File: config.mk
export PLATFORM = sky130hd
export DESIGN_NAME = sd_clk_divider
export DESIGN_NICKNAME = d
export VERILOG_FILES = /design/src/rtl/sd_clk_divider.sv
export SDC_FILE = /design/constraint.sdc
export NUM_CORES = 1
export LEC_CHECK = 0
export CELL_PAD_IN_SITES_DETAIL_PLACEMENT = 0
export CELL_PAD_IN_SITES_GLOBAL_PLACEMENT = 1
export CORE_ASPECT_RATIO = 0.6
export CORE_MARGIN = 5
export CORE_UTILIZATION = 30
export CTS_BUF_LIST = sky130_fd_sc_hd__clkbuf_4
export DETAILED_ROUTE_END_ITERATION = 6
export DONT_BUFFER_PORTS = 1
export PLACE_DENSITY_LB_ADDON = 0.1
export SLEW_MARGIN = 20
export SYNTH_ARGS = -nofsm -noshare
export SYNTH_HDL_FRONTEND = slang
export SYNTH_SLANG_ARGS = --single-unit
File: constraint.sdc
create_clock -name clk_i -period 3.3 [get_ports clk_i]
set_input_delay 0.66 -clock clk_i [delete_from_list [all_inputs] [get_ports clk_i]]
set_output_delay 0.66 -clock clk_i [all_outputs]
set_load 0.01 [all_outputs]
File: src/rtl/sd_clk_divider.sv
// SD card clock divider: warm-up, divided/bypass SD clock, glitch-free stop.
// Ports: clk_i/rst_i, int_clk_en_i, sd_clk_en_i, div_i, pause_i in;
//        sd_clk_o, pos_edge_o, neg_edge_o, stable_o, running_o out.
module sd_clk_divider #(
  parameter int DIV_WIDTH     = 10,
  parameter int STABLE_CYCLES = 16
) (
  input  logic                 clk_i,
  input  logic                 rst_i,
  input  logic                 int_clk_en_i,
  input  logic                 sd_clk_en_i,
  input  logic [DIV_WIDTH-1:0] div_i,
  input  logic                 pause_i,
  output logic                 sd_clk_o,
  output logic                 pos_edge_o,
  output logic                 neg_edge_o,
  output logic                 stable_o,
  output logic                 running_o
);

  localparam int WW = $clog2(STABLE_CYCLES + 1);

  typedef enum logic [2:0] {
    IDLE,
    WARMUP,
    READY,
    RUN,
    PAUSED
  } state_e;

  state_e               state_q, state_d;
  state_e               exit_st;
  logic [WW-1:0]        wcnt_q, wcnt_d;
  logic [DIV_WIDTH-1:0] cnt_q, cnt_d;
  logic [DIV_WIDTH-1:0] div_q, div_d;
  logic [DIV_WIDTH-1:0] last_cnt;
  logic                 phase_q, phase_d;
  logic                 bypass;
  logic                 wrap;
  logic                 stop_req;
  logic                 in_run;

  assign last_cnt = div_q - DIV_WIDTH'(1);
  assign bypass   = (div_q == '0);
  assign wrap     = (cnt_q == last_cnt);
  assign stop_req = !sd_clk_en_i || pause_i;
  assign in_run   = (state_q == RUN);

  // Disable wins over pause when leaving RUN.
  assign exit_st  = (pause_i && sd_clk_en_i) ? PAUSED : READY;

  always_comb begin
    state_d = state_q;
    wcnt_d  = wcnt_q;
    cnt_d   = cnt_q;
    phase_d = phase_q;
    div_d   = div_q;

    if (state_q inside {IDLE, WARMUP, READY}) begin
      div_d = div_i;
    end

    if (!int_clk_en_i) begin
      state_d = IDLE;
      wcnt_d  = '0;
      cnt_d   = '0;
      phase_d = 1'b1;
    end else begin
      unique case (state_q)
        IDLE: begin
          // The IDLE cycle counts as the first warm-up cycle.
          state_d = WARMUP;
          wcnt_d  = WW'(1);
        end
        WARMUP: begin
          if (wcnt_q >= WW'(STABLE_CYCLES - 1)) begin
            state_d = READY;
            wcnt_d  = '0;
          end else begin
            wcnt_d = wcnt_q + WW'(1);
          end
        end
        READY: begin
          if (sd_clk_en_i && !pause_i) begin
            state_d = RUN;
            cnt_d   = '0;
            phase_d = 1'b1;
          end
        end
        RUN: begin
          if (bypass) begin
            if (stop_req) begin
              state_d = exit_st;
            end
          end else begin
            if (wrap) begin
              cnt_d   = '0;
              phase_d = !phase_q;
            end else begin
              cnt_d = cnt_q + DIV_WIDTH'(1);
            end
            // Only stop on an edge that leaves the clock high,
            // so the low half-period is never cut short.
            if (stop_req && (phase_q || wrap)) begin
              state_d = exit_st;
              cnt_d   = '0;
              phase_d = 1'b1;
            end
          end
        end
        PAUSED: begin
          if (!sd_clk_en_i) begin
            state_d = READY;
          end else if (!pause_i) begin
            state_d = RUN;
            cnt_d   = '0;
            phase_d = 1'b1;
          end
        end
        default: begin
          state_d = IDLE;
          wcnt_d  = '0;
          cnt_d   = '0;
          phase_d = 1'b1;
        end
      endcase
    end
  end

  always_ff @(posedge clk_i or posedge rst_i) begin
    if (rst_i) begin
      state_q <= IDLE;
      wcnt_q  <= '0;
      cnt_q   <= '0;
      phase_q <= 1'b1;
      div_q   <= '0;
    end else begin
      state_q <= state_d;
      wcnt_q  <= wcnt_d;
      cnt_q   <= cnt_d;
      phase_q <= phase_d;
      div_q   <= div_d;
    end
  end

  // Bypass gates clk_i straight through while running.
  assign sd_clk_o   = in_run ? (bypass ? clk_i : phase_q) : 1'b1;
  assign pos_edge_o = in_run && (bypass || (wrap && !phase_q));
  assign neg_edge_o = in_run && !bypass && wrap && phase_q;
  assign stable_o   = (state_q inside {READY, RUN, PAUSED});
  assign running_o  = in_run;

endmodule

## Yosys cells after proc, flatten, opt, wreduce, memory -nomap -nowiden

Index checks and enable logic that the tools add are counted.

- Output and inout bits: 5
- Logic and storage cells: 80
- Register bits after elaboration: 29
- Input bits: 15

- Multiplexer cells: 31
- $add $sub $neg: 3
- Magnitude comparators: 1
- Equal/unequal tests: 16
- Reductions and logical operators: 24

Operators by type and width:

| kind | number |
|---|---|
| 2-to-1 mux 10 bit | 7 |
| case mux 10 bit (4 select lines) | 1 |
| 2-to-1 mux 3 bit | 9 |
| case mux 3 bit (5 select lines) | 1 |
| case mux 5 bit (3 select lines) | 1 |
| adder 10 x 1 -> 10 bit (second input constant) | 1 |
| == test 10 bit | 1 |
| logical NOT 10 bit | 1 |
| 2-to-1 mux 5 bit | 2 |
| AND reduction 5 bit | 2 |
| subtractor 10 x 1 -> 10 bit (second input constant) | 1 |
| 2-to-1 mux 1 bit | 9 |
| != test 3 bit (second input constant) | 3 |
| logical AND 1 bit | 8 |
| != test 4 x 3 -> 1 bit (second input constant) | 2 |
| != test 4 bit (second input constant) | 2 |
| == test 3 x 2 -> 1 bit (second input constant) | 2 |
| != test 3 x 2 -> 1 bit (second input constant) | 2 |
| AND reduction 6 bit | 1 |
| nonzero test 3 bit | 2 |
| adder 5 x 1 -> 5 bit (second input constant) | 1 |
| >= comparator 5 x 4 -> 1 bit (second input constant) | 1 |
| logical NOT 1 bit | 4 |
| != test 2 bit (second input constant) | 2 |
| 7 further kinds | 9 |

## Depth between registers and ports, before layout

- Depth in word-level cells: 8
- Gate-level depth with buffers: 10
- Gate-level depth less buffers: 10

==> results.toml <==
[outcome]
outcome = "complete, no violations"

[pwr]
internal_power_uw = 777.3
pwr-share-clk_pct = 27.5
p_seq_share_pct = 38.7
power.share.switching_pct = 37.18
power_density_nw_per_um2 = 534.0
combPwrFrac_pct = 33.7
switching_power_uw = 460.0
max-vdd-ir-drop_mv = 0.1834
cellLeakagePower_nw = 0.8694

[global_route]
global_route_wire_length_before_repair_um = 9101
vias_in_the_first_global_route = 1738
grt_overflow_total = 0
antenna_violations_before_repair = 0
grt_start_max_net_pins = 30
groute.usage.overall_pct = 14.26

[setup_path]
crit_required_ps = 2640
path_max_fanout = 5
path_buf_inv = 0
max_stage_delay_ps = 590
setup.worst_path.end_class = "primary output"
worstPathCellList = "or4_4, nor4_2, a21oi_1, o21ai_2, nand4bb_1, nor2_1, o21a_1"
critical_path_class = "flip-flop to primary output"
critical_path.startpoint = "div_q[1]$_DFFE_PP0P_"
worst_path_max_delay_cell = "or4_4"
startpoint_type = "flip-flop"
worst-endpoint-arrival_ps = 2500
path_delay_family = "simple AND/OR/NAND/NOR gates"
worstReg2RegStart = "div_q[0]$_DFFE_PP0P_"

[logic_synthesis]
yosysUniqueCellTypes = 54
yosys.area.top_type_share_pct = 35.35
synth_top_flop_cell = "dfrtp_1"
mapped_nets = 247
synth-edff-count = 0
most_common_cell_in_the_synthesized_netlist = "dfrtp_1"
ys_ff_latch = 29
synth_compound_gate_area_share_pct = 19.76
synthSimpleGateAreaFrac_pct = 27.53
synth_area_leader_cell = "dfrtp_1"
synthesis.area_per_instance_um2 = 8.693
synth_commonest_cells = "28 x dfrtp_1, 26 x nand2_1, 15 x o21ai_0"
synth.area.top_cells = "dfrtp_1 35%, nand2_1 4.9%, mux2_2 4.0%, o21ai_0 3.8%, nand3_1 2.8%"
netlist_instances = 228
netlist_area_um2 = 1982
post_synthesis_async_set_or_reset_flop_share_pct = 100.0
fraction_of_the_mapped_netlist_area_in_adder_cells_pct = 2.525
sequential_element_share_of_the_synthesized_area_pct = 36.68
muxShareOfSynthArea_pct = 4.482
xor_xnor_share_of_the_synthesized_area_pct = 4.419
yosysWarnings = 0
synth_top_family_by_area = "simple AND/OR/NAND/NOR gates"

[layout]
antennaDiodeCount = 0
area_delta_synth_final_pct = 16.92
nNetsFinal = 260
ratio_of_cells_with_drive_above_1_in_the_final_layout_pct = 21.99
utilization_pct = 37.08

[die]
fp-row-count = 22
die_h_um = 72.96
floorplan.io_pins = 20
initial_utilization_pct = 31.72
floorplan_die_area_um2 = 8385
die-width_um = 114.9
core_area_um2 = 6248

[timing]
slew_headroom_pct = 67.00
timing.final.crit_share_pct = 95.76
final.min_clock_period_ps = 3160
worst_pin_slew_ps = 482.6
fmax_mhz = 316.4
worst_hold_slack_ps = 182.2
timing.final.max_slew_violations = 0
setup_violations = 0
final_hold_viol_count = 0
clock_skew_ps = 9.071

[route]
drt.antenna.violating_nets = 0
wirelength_um = 5495
total_drc_errors_in_the_routed_layout = 0
vias = 1770
drt_pre_antenna_iters = 4
drt_iter0_markers = 104
average_via_count_per_standard_cell = 5.446
mean_routed_wirelength_per_cell_um = 16.91

[cts]
worst_setup_hold_path_clk_slew_ps = 100
insertion_delay_to_the_later_sink_of_the_worst_skew_pair_ps = 440
clock_tree_from_tritoncts = "done"

[placement]
buffer_ports.inserted = 0
detailedPlacementHpwl_um = 3998
routabilityCongestion = 0.7676

[job]
cap_viol_max_count = 0

[min_path]
worst_hold_check_path_type = "input port to asynchronous set/reset pin"
-- power groups by stage --
stage                     Combinational [mW]  Clock, mW  Sequential [mW]
final                                  0.417      0.341            0.479
after global routing                   0.466      0.372            0.491
after CTS                              0.397      0.353            0.477
after detailed placement               0.371   0.000678            0.484
after global placement                 0.364   0.000678            0.485
after floorplan                        0.310   0.000680            0.443
-- layer usage --
metal  routed length, um  global-route usage (%)  up-vias
met5                   0                       0        -
met4                  44                   3.385        0
met3                 323                   6.297        6
met2                2131                   18.65       35
met1                2995                   21.03      874
li1                    -                       -      855
-- final timing paths --
check,end,slack (ps),depth (start not counted)
max in group asynchronous,phase_q$_DFFE_PP1P_,2790,2
hold / removal,cnt_q[3]$_DFFE_PP0P_,180,2
setup reg to reg,cnt_q[3]$_DFFE_PP0P_,620,9
min in group clk_i,div_q[7]$_DFFE_PP0P_,350,2
hold reg to reg,wcnt_q[4]$_DFFE_PP0P_,530,2
setup / recovery,pos_edge_o,140,7
-- layout make-up --
type / count / area (um^2)
multi-input cells: 177 / 1244
flip-flops and latches: 29 / 726.9
well taps: 84 / 105.1
repair buffers: 14 / 105.1
inverters: 11 / 41.29
clock buffers: 8 / 60.06
clock inverters: 2 / 35.03
fillers: 627 / 3931
-- timing repair --
action                     in CTS  in global routing
hold buffers                    0                  0
setup buffers                   4                  0
pin swaps                       2                  6
setup endpoints to repair       2                  2
gates resized for setup         6                  8
-- placed cells by master (no fill, tap or decap), drive strengths merged, types with 2 or more instances in the layout --
cell	instances
a21oi	10
nand3b	2
or3	3
nor3	7
nand4	7
o21a	3
clkbuf	8
nor4	3
o211ai	4
ha	4
dfrtp	28
nor2b	2
mux2	7
xor2	5
a2111oi	2
nand3	11
or2	4
nor2	12
a21o	2
a211oi	4
nand2	26
inv	11
nand2b	7
and2	2
and3	2
nand4bb	2
buf	14
xnor2	5
o21ai	16
a31oi	3
and4	3
o22ai	4
-- per-stage QoR --
step | instance area [um^2] | power, mW | std cells | worst slack [ps] | TNS [ps]
2_1_floorplan | 1982 | 0.7532 | 228 | 372.1 | 0
3_3_place_gp | 2112 | 0.8498 | 311 | 253.2 | 0
3_5_place_dp | 2112 | 0.8553 | 311 | 197.6 | 0
4_1_cts | 2261 | 1.227 | 325 | 15.38 | 0
5_1_grt | 2317 | 1.329 | 325 | -6.556 | -6.556
6_report | 2317 | 1.237 | 325 | 139.8 | 0
-- logic make-up after synthesis --
kind of cell             count (synthesis)
AND/OR/NAND/NOR                         98
AO/OA/AOI/OAI                           57
flip-flops                              29
buffers and inverters                   22
XOR/XNOR                                10
multiplexers                             8
adder cells (fa/ha/maj)                  4
-- state kept, by name (all words and copies together), names as in the netlist --
name     count
div_q       10
cnt_q       10
phase_q      1
state_q      3
wcnt_q       5
(Power assumes the default switching activity.)
